<file path="config.mk">
export PLATFORM = sky130hd
export DESIGN_NAME = servo_pwm_sequencer
export DESIGN_NICKNAME = d
export VERILOG_FILES = /design/src/rtl/servo_pkg.sv /design/src/rtl/servo_slew_channel.sv /design/src/rtl/servo_pwm_sequencer.sv
export SDC_FILE = /design/constraint.sdc
export NUM_CORES = 1
export LEC_CHECK = 0
export ABC_AREA = 1
export CORE_UTILIZATION = 67
export DETAILED_ROUTE_END_ITERATION = 16
export MAX_ROUTING_LAYER = met4
export PLACE_DENSITY = 0.87
export SETUP_SLACK_MARGIN = 0.5
export SLEW_MARGIN = 30
export SYNTH_ARGS = -nofsm -noshare
export SYNTH_HDL_FRONTEND = slang
export SYNTH_SLANG_ARGS = --single-unit
</file>
<file path="constraint.sdc">
create_clock -name clk -period 4.7 [get_ports clk]
set_input_delay 1.41 -clock clk [delete_from_list [all_inputs] [get_ports clk]]
set_output_delay 1.41 -clock clk [all_outputs]
set_load 0.01 [all_outputs]
</file>
<file path="src/rtl/servo_pkg.sv">
// Shared types, FSM encodings and the position-to-width mapping for the servo PWM sequencer.
package servo_pkg;

    typedef logic [7:0] pos_t;

    localparam logic [1:0] ST_IDLE     = 2'd0;
    localparam logic [1:0] ST_START    = 2'd1;
    localparam logic [1:0] ST_RUN      = 2'd2;
    localparam logic [1:0] ST_STOPPING = 2'd3;

    localparam pos_t CENTER_POS = 8'd128;

    function automatic int unsigned width_from_pos(input pos_t pos, input int unsigned min_us,
                                                   input int unsigned us_per_step);
        return min_us + int'(pos) * us_per_step;
    endfunction

endpackage

</file>
<file path="src/rtl/servo_slew_channel.sv">
// One servo channel: slew-limited position, pulse width and registered PWM/at-target outputs.
module servo_slew_channel
    import servo_pkg::*;
#(
    parameter int unsigned MIN_US      = 1000,
    parameter int unsigned US_PER_STEP = 4,
    parameter int unsigned SLEW_STEP   = 2,
    parameter int unsigned WID_W       = 11
) (
    input  logic             clk,
    input  logic             reset,
    input  pos_t             target,
    input  logic             frame_update,
    input  logic [WID_W-1:0] us_cnt,
    input  logic             run,
    input  logic             stopping,
    output logic             pwm_out,
    output logic             at_target
);

    localparam logic signed [8:0] STEP = 9'(SLEW_STEP);
    localparam logic [WID_W-1:0] CENTER_WIDTH =
        WID_W'(width_from_pos(CENTER_POS, MIN_US, US_PER_STEP));

    pos_t              cur_pos_q, cur_pos_d;
    logic [WID_W-1:0]  width_q, width_d;
    logic              pwm_q, at_target_q;
    logic signed [8:0] diff;
    logic              in_pulse;

    always_comb begin
        diff = $signed({1'b0, target}) - $signed({1'b0, cur_pos_q});
        if (diff > STEP) begin
            cur_pos_d = cur_pos_q + pos_t'(SLEW_STEP);
        end else if (diff < -STEP) begin
            cur_pos_d = cur_pos_q - pos_t'(SLEW_STEP);
        end else begin
            cur_pos_d = target;
        end
        width_d  = WID_W'(width_from_pos(cur_pos_d, MIN_US, US_PER_STEP));
        in_pulse = (us_cnt < width_q);
    end

    always_ff @(posedge clk) begin
        if (reset) begin
            cur_pos_q   <= CENTER_POS;
            width_q     <= CENTER_WIDTH;
            pwm_q       <= 1'b0;
            at_target_q <= (CENTER_POS == target);
        end else begin
            if (frame_update) begin
                cur_pos_q <= cur_pos_d;
                width_q   <= width_d;
            end
            // While stopping, only a pulse that is already high may continue.
            pwm_q       <= in_pulse && (run || (stopping && pwm_q));
            at_target_q <= (cur_pos_q == target);
        end
    end

    assign pwm_out   = pwm_q;
    assign at_target = at_target_q;

endmodule

</file>
<file path="src/rtl/servo_pwm_sequencer.sv">
// Frame timing (prescaler, microsecond counter, FSM) and fan-out to the per-channel slew units.
module servo_pwm_sequencer
    import servo_pkg::*;
#(
    parameter int unsigned CLK_HZ      = 50_000_000,
    parameter int unsigned NUM_CH      = 4,
    parameter int unsigned FRAME_US    = 20000,
    parameter int unsigned MIN_US      = 1000,
    parameter int unsigned US_PER_STEP = 4,
    parameter int unsigned SLEW_STEP   = 2
) (
    input  logic              clk,
    input  logic              reset,
    input  logic              enable,
    input  logic [31:0]       servo_control,
    output logic [NUM_CH-1:0] pwm_out,
    output logic              frame_start,
    output logic [NUM_CH-1:0] at_target,
    output logic              active
);

    localparam int unsigned DIV   = CLK_HZ / 1_000_000;
    localparam int unsigned PRE_W = (DIV > 1) ? $clog2(DIV) : 1;
    localparam int unsigned CNT_W = $clog2(FRAME_US);
    localparam int unsigned WID_W = (CNT_W > 11) ? CNT_W : 11;

    if (DIV < 1 || DIV * 1_000_000 != CLK_HZ) begin : g_bad_clk
        $error("CLK_HZ must be a nonzero multiple of 1 MHz");
    end
    if (NUM_CH < 1 || NUM_CH > 4) begin : g_bad_ch
        $error("NUM_CH must be 1..4");
    end
    if (MIN_US + 255 * US_PER_STEP >= FRAME_US) begin : g_bad_width
        $error("widest pulse must fit inside the frame");
    end
    if (SLEW_STEP < 1 || SLEW_STEP > 255) begin : g_bad_slew
        $error("SLEW_STEP must be 1..255");
    end

    logic [1:0]       state_q, state_d;
    logic [PRE_W-1:0] presc_q, presc_d;
    logic [CNT_W-1:0] us_cnt_q, us_cnt_d;
    logic             counting, tick_us, boundary, frame_update;

    assign counting = (state_q == ST_RUN) || (state_q == ST_STOPPING);
    assign tick_us  = counting && (presc_q == PRE_W'(DIV - 1));
    assign boundary = tick_us && (us_cnt_q == CNT_W'(FRAME_US - 1));

    always_comb begin
        state_d      = state_q;
        presc_d      = presc_q;
        us_cnt_d     = us_cnt_q;
        frame_update = 1'b0;
        if (tick_us) begin
            presc_d  = '0;
            us_cnt_d = boundary ? '0 : us_cnt_q + CNT_W'(1);
        end else if (counting) begin
            presc_d = presc_q + PRE_W'(1);
        end
        case (state_q)
            ST_IDLE: begin
                presc_d  = '0;
                us_cnt_d = '0;
                if (enable) state_d = ST_START;
            end
            ST_START: begin
                presc_d      = '0;
                us_cnt_d     = '0;
                frame_update = 1'b1;
                state_d      = ST_RUN;
            end
            ST_RUN: begin
                if (boundary) begin
                    if (enable) frame_update = 1'b1;
                    else        state_d      = ST_IDLE;
                end else if (!enable) begin
                    state_d = ST_STOPPING;
                end
            end
            ST_STOPPING: begin
                if (boundary)    state_d = ST_IDLE;
                else if (enable) state_d = ST_RUN;
            end
            default: state_d = ST_IDLE;
        endcase
    end

    always_ff @(posedge clk) begin
        if (reset) begin
            state_q  <= ST_IDLE;
            presc_q  <= '0;
            us_cnt_q <= '0;
        end else begin
            state_q  <= state_d;
            presc_q  <= presc_d;
            us_cnt_q <= us_cnt_d;
        end
    end

    assign frame_start = frame_update;
    assign active      = counting;

    for (genvar n = 0; n < NUM_CH; n++) begin : g_ch
        servo_slew_channel #(
            .MIN_US      (MIN_US),
            .US_PER_STEP (US_PER_STEP),
            .SLEW_STEP   (SLEW_STEP),
            .WID_W       (WID_W)
        ) u_ch (
            .clk          (clk),
            .reset        (reset),
            .target       (servo_control[8*n +: 8]),
            .frame_update (frame_update),
            .us_cnt       (WID_W'(us_cnt_q)),
            .run          (state_q == ST_RUN),
            .stopping     (state_q == ST_STOPPING),
            .pwm_out      (pwm_out[n]),
            .at_target    (at_target[n])
        );
    end

endmodule
</file>
After elaboration in Yosys (flattened, before gate mapping)
Index checks and enable logic that the tools add are counted.

Add/sub/neg operators: 18. Order comparisons: 12. Equality and inequality tests: 16. Mux-type cells: 23. Reductions and logical operators: 19.

Operators with widths (number): 2-to-1 mux 8 bit (8); less-than comparator 15 bit (4); adder 10 x 10 -> 11 bit (first input constant) (4); > comparator 9 x 3 -> 1 bit (second input constant) (4); less-than comparator 9 x 2 -> 1 bit (second input constant) (4); subtractor 8 x 8 -> 9 bit (4); adder 8 x 2 -> 8 bit (second input constant) (4); == test 8 bit (4); == test 8 bit (first input constant) (4); subtractor 8 x 2 -> 8 bit (second input constant) (4); adder 15 x 1 -> 15 bit (second input constant) (1); == test 15 bit (second input constant) (1); 2-to-1 mux 15 bit (1); 2-to-1 mux 2 bit (6); logical AND 1 bit (10); case mux 2 bit (4 select lines) (1); adder 6 x 1 -> 6 bit (second input constant) (1); == test 6 bit (second input constant) (1); 2-to-1 mux 1 bit (6); logical OR 1 bit (5); == test 2 bit (second input constant) (2); != test 2 bit (second input constant) (2); OR reduction 4 bit (1); != test 3 bit (second input constant) (1); other kinds (5) (5).

Flip-flop bits (word level): 123. Input bits: 35. Output and inout port bits: 10. Logic and storage cells: 107.

Longest topological paths before layout
Depth in word-level cells: 6. Depth in mapped cells: 26. Depth with buffers taken out: 26.

Modules after synthesis
A second synthesis with hierarchy kept.

Cells, all modules: 1446. Area total of the unflattened synthesis: 9202.6 um^2.

By module, submodules not included: servo_slew_channel (g_ch[0].u_ch ...) (times used 3, cells an instance 314, area each 1948.1 um^2, sequential area each 360.3 um^2); servo_slew_channel (g_ch[1].u_ch) (times used 1, cells an instance 315, area each 1956.9 um^2, sequential area each 360.3 um^2); servo_pwm_sequencer (times used 1, cells an instance 189, area each 1401.3 um^2, sequential area each 460.4 um^2).

Worst setup path after synthesis
No wires, ideal clock.

Path type: input -> register. Start point: input port servo_control[26]. End point: register g_ch[3].u_ch.width_q[9]. Setup time: 0.128 ns. Data arrival time: 3.492 ns. Required time: 4.572 ns. Slack: 1.080 ns. Stages: 20. Path buffers: 0. Path through: ha_1 or2_1 nand3_1 nand2_1 nand2_1 nand2_1 and2_0 nand2_2 nand2_4 nand2_1 inv_1 nand2_1 nand2_2 ha_1 inv_1 nand3_2 nor2_1 a21oi_1 nor2_1 nor2_1.

Word-level cells in the longest chain between the ends: 5. Elaborated cells on any way between the ends: 6. Classes of those cells: 2 x add/sub; 2 x order compare; 2 x mux.

Ends and longest elaborated chain: from (decl) (line servo_pwm_sequencer.sv:15) `input logic [31:0] servo_control,`; subtractor 8 x 8 -> 9 bit (line servo_slew_channel.sv:32) `diff = $signed({1'b0, target}) - $signed({1'b0, cur_pos_q});`; less-than comparator 9 x 2 -> 1 bit (line servo_slew_channel.sv:35) `end else if (diff < -STEP) begin`; 2-to-1 mux 8 bit (line servo_slew_channel.sv:35); 2-to-1 mux 8 bit * (line servo_slew_channel.sv:33) `if (diff > STEP) begin`; adder 10 x 10 -> 11 bit * (line servo_pkg.sv:15) `return min_us + int'(pos) * us_per_step;`; to (signal assigned) (line servo_slew_channel.sv:53) `width_q <= width_d;`; to (decl) (line servo_slew_channel.sv:26) `logic [WID_W-1:0] width_q, width_d;`.

Every way passes the cells marked *; elsewhere a longest branch is shown, timed or not. A chain may end at the register's enable or synchronous reset.

Worst setup path in the final report
Start point: input port enable. End point: output port frame_start.

Word-level cells in the longest chain between the ends: 3.

Ends and longest elaborated chain: from (decl) (line servo_pwm_sequencer.sv:14) `input logic enable,`; 2-to-1 mux 1 bit (line servo_pwm_sequencer.sv:74) `if (enable) frame_update = 1'b1;`; 2-to-1 mux 1 bit (line servo_pwm_sequencer.sv:73) `if (boundary) begin`; case mux 1 bit (2 select lines) (line servo_pwm_sequencer.sv:60) `case (state_q)`; to (decl) (line servo_pwm_sequencer.sv:17) `output logic frame_start,`.

Every way passes these cells.

==> impl_metrics.toml <==
[status]
outcome = "complete, no violations"

[logic_synthesis]
synth_common_cells = "343 x nand2_1, 239 x inv_1, 138 x nand3_1"
synth_cell_types = 56
syn_nets = 1547
synth_area_leader_cell = "dfxtp_1"
synth_edf_count = 0
netlist_area_mm2 = 0.009036
synth_seq_cells = 95
synth_top_area_share_pct = 21.05
synthArstFlopShare_pct = 0
yosysSeqAreaShare_pct = 21.05
synthFlopType = "dfxtp_1"
syn_inst = 1425
synth_area_leaders = "dfxtp_1 21%, nand2_1 14%, ha_1 12%"
synth.most_common_cell = "nand2_1"
postSynthAreaPerCell_um2 = 6.341
yosys_warnings = 0

[layout]
syn_to_final_growth_pct = 9.997
num-fill-cells = 1083
drive_gt1_share_pct = 9.360
finalNonFillerCells = 1629
num_antenna_cells = 0
final_area_mm2 = 0.009940
nNetsFinal = 1570

[cts]
clock-sinks = 95
root_buffer = "clkbuf_16"
cts_hold_buf = 0
cts.clk_slew.worst_paths_ps = 70
clock_path_buffers = 2
tritoncts = "done"
numCtsBuffers = 9
clock_latency_ps = 350
htreeDepth = 3

[timing]
finalHoldViolations = 0
rsz0062_at_grt = "false"
post-route-min-period_ps = 3989
hold-worst-slack_ps = 463.5
fin_skew_ps = 10.43
timing.fmax_ghz = 0.2507
finalSetupViolCount = 0
fin_crit_sh_pct = 84.88
slew_violations = 0
relSlewSlack_pct = 53.09
tightestPinTransition_ps = 703.6
setup_tns_ps = 0

[power]
clock_power_share_pct = 13.3
p_sw_uw = 3000
p_int_uw = 2814
power_frac_seq_pct = 19.8
p_total_uw = 5815
swShare_pct = 51.60
power_density_mw_per_mm2 = 585.0
p_leak_uw = 0.005206
p_comb_share_pct = 66.9
ir_drop_mv = 0.4028

[setup_path]
worst_ep_required_time_ps = 3290
worstPathArrival_ps = 2580
critPathMaxFanout = 3
slowest_delay_ps = 500
critical_path.endpoint_type = "output pin"
worstPathCellList = "clkdlybuf4s50_1, nand2_1, o21bai_4, nand2_4, inv_2, dlygate4sd2_1"
cpMaxStageDelayCell = "clkdlybuf4s50_1"
start_kind = "input pin"
worst-setup-path-type = "input pin to output pin"

[placed_design]
dp_hpwl_um = 15530
placed_area_mm2 = 0.009499
routabilityCongestion = 0.9237
numPortBuffers = 44
dpl.cell_count = 1610

[global_routing]
grt_antenna_before_repair = 0
grt_use_total_pct = 31.11
grt_max_degree = 71
grt_pass1_vias = 8281
grt_overflow = 0
grt_pass1_wl_um = 35450

[routing]
vias = 8907
firstDrtPassIters = 7
drt_iter0_markers = 614
drc_errors = 0
wl_per_cell_um = 12.62
wl_um = 20560
drtAntennaViolNets = 0
via_per_inst = 5.468

[die]
core_area_mm2 = 0.01319
rows = 42
dieArea_mm2 = 0.01395
initial_utilization_pct = 68.51
fp.dieW_um = 118.1
ios = 45
dieHeight_um = 118.1

[run]
drv_cap = 0

[worst_hold_path]
hp-class = "flip-flop to flip-flop"
[per-layer routing]
metal,wire (um),vias up,GRT usage (%)
met5,0,-,-
met4,296,0,8.093
met3,832,34,4.295
met2,10160,221,54.89
met1,9276,4019,37.01
li1,-,4633,-
[state kept, by name (all words and copies together), names as in the netlist]
register,cells
g_ch.u_ch.width_q,32
presc_q,6
g_ch.u_ch.at_target,4
us_cnt_q,15
g_ch.u_ch.cur_pos_q,32
g_ch.u_ch.pwm_out,4
state_q,2
[cells by family after synthesis]
family	Yosys count	synth area share, %
AOI/OAI and AO/OA	186	11.98
xor gates and xnor gates	41	3.974
adders and majority gates	87	12.05
buffers and inverters	293	13.10
DFF	95	21.05
and+or+nand+nor	723	37.86
[critical path, delay by kind of cell]
kind            cells  cell delay [ps]
compound gates      1              160
buf+inv             3              810
simple gates        2              190
[per-stage QoR]
stage / util [%] / worst slack (ps)
2_1_floorplan: - / 1080
3_3_place_gp: 72.02 / 356.1
3_5_place_dp: 72.02 / 254.9
4_1_cts: 74.39 / 608.9
5_1_grt: 75.36 / 478.7
6_report: 75.36 / 710.7
[final cells by class]
type	instances	area, um^2	share of cell area [%]
Timing Repair Buffer	51	501.7	5.048
Sequential cell	95	1902	19.13
Clock buffer	9	225.2	2.266
Tap cell	176	220.2	2.216
Clock inverter	7	86.33	0.8686
Multi-Input combinational cell	1037	6046	60.83
Inverter	254	958.4	9.642
[power groups by stage]
stage / clock network, uW / registers, uW / logic, uW
after floorplan: 0 / 1090 / 3150
after global placement: 0 / 1160 / 3640
after detailed placement: 0 / 1170 / 3730
after CTS: 784 / 1150 / 3770
after global routing: 815 / 1180 / 4440
final: 774 / 1150 / 3890
[worst paths after layout]
path,cells after the start,from,to,slack [ps]
worst min-delay path,2,g_ch[1].u_ch.width_q[4]$_SDFFE_PP0P_,g_ch[1].u_ch.width_q[4]$_SDFFE_PP0P_,460
worst max-delay path,6,enable,frame_start,710
worst max register to register,23,g_ch[0].u_ch.cur_pos_q[4]$_SDFFE_PP0P_,g_ch[0].u_ch.width_q[9]$_SDFFE_PP0P_,1700
worst min register to register,2,g_ch[1].u_ch.width_q[4]$_SDFFE_PP0P_,g_ch[1].u_ch.width_q[4]$_SDFFE_PP0P_,460
[cell usage in the layout, fill, tap and decap left out, types with 5 or more instances in the layout]
master | synthesis | routed
ha_2 | 0 | 8
nand3_1 | 138 | 138
nor2_1 | 91 | 89
nand2_4 | 12 | 13
nand2_2 | 27 | 27
xor2_1 | 35 | 35
nor3_1 | 29 | 29
a21oi_1 | 85 | 84
inv_1 | 239 | 238
o211ai_1 | 16 | 16
clkbuf_16 | 0 | 9
nor4_1 | 5 | 5
clkdlybuf4s50_1 | 0 | 39
xnor2_1 | 6 | 6
buf_4 | 9 | 7
nand4_1 | 19 | 19
nand3b_1 | 10 | 10
o21ai_1 | 10 | 10
o21ai_0 | 41 | 41
clkinv_1 | 5 | 5
dfxtp_1 | 95 | 95
nor2_4 | 7 | 8
ha_1 | 87 | 75
nor2_2 | 11 | 12
inv_2 | 9 | 10
nand2_1 | 343 | 342
nand3_2 | 11 | 11
[what timing repair did]
action                     4_1_cts  5_1_grt
setup buffers                    0        3
pin swaps                        1        2
resized for setup                2       25
setup endpoints to repair        1        8
Power figures use the tool's default switching activity.
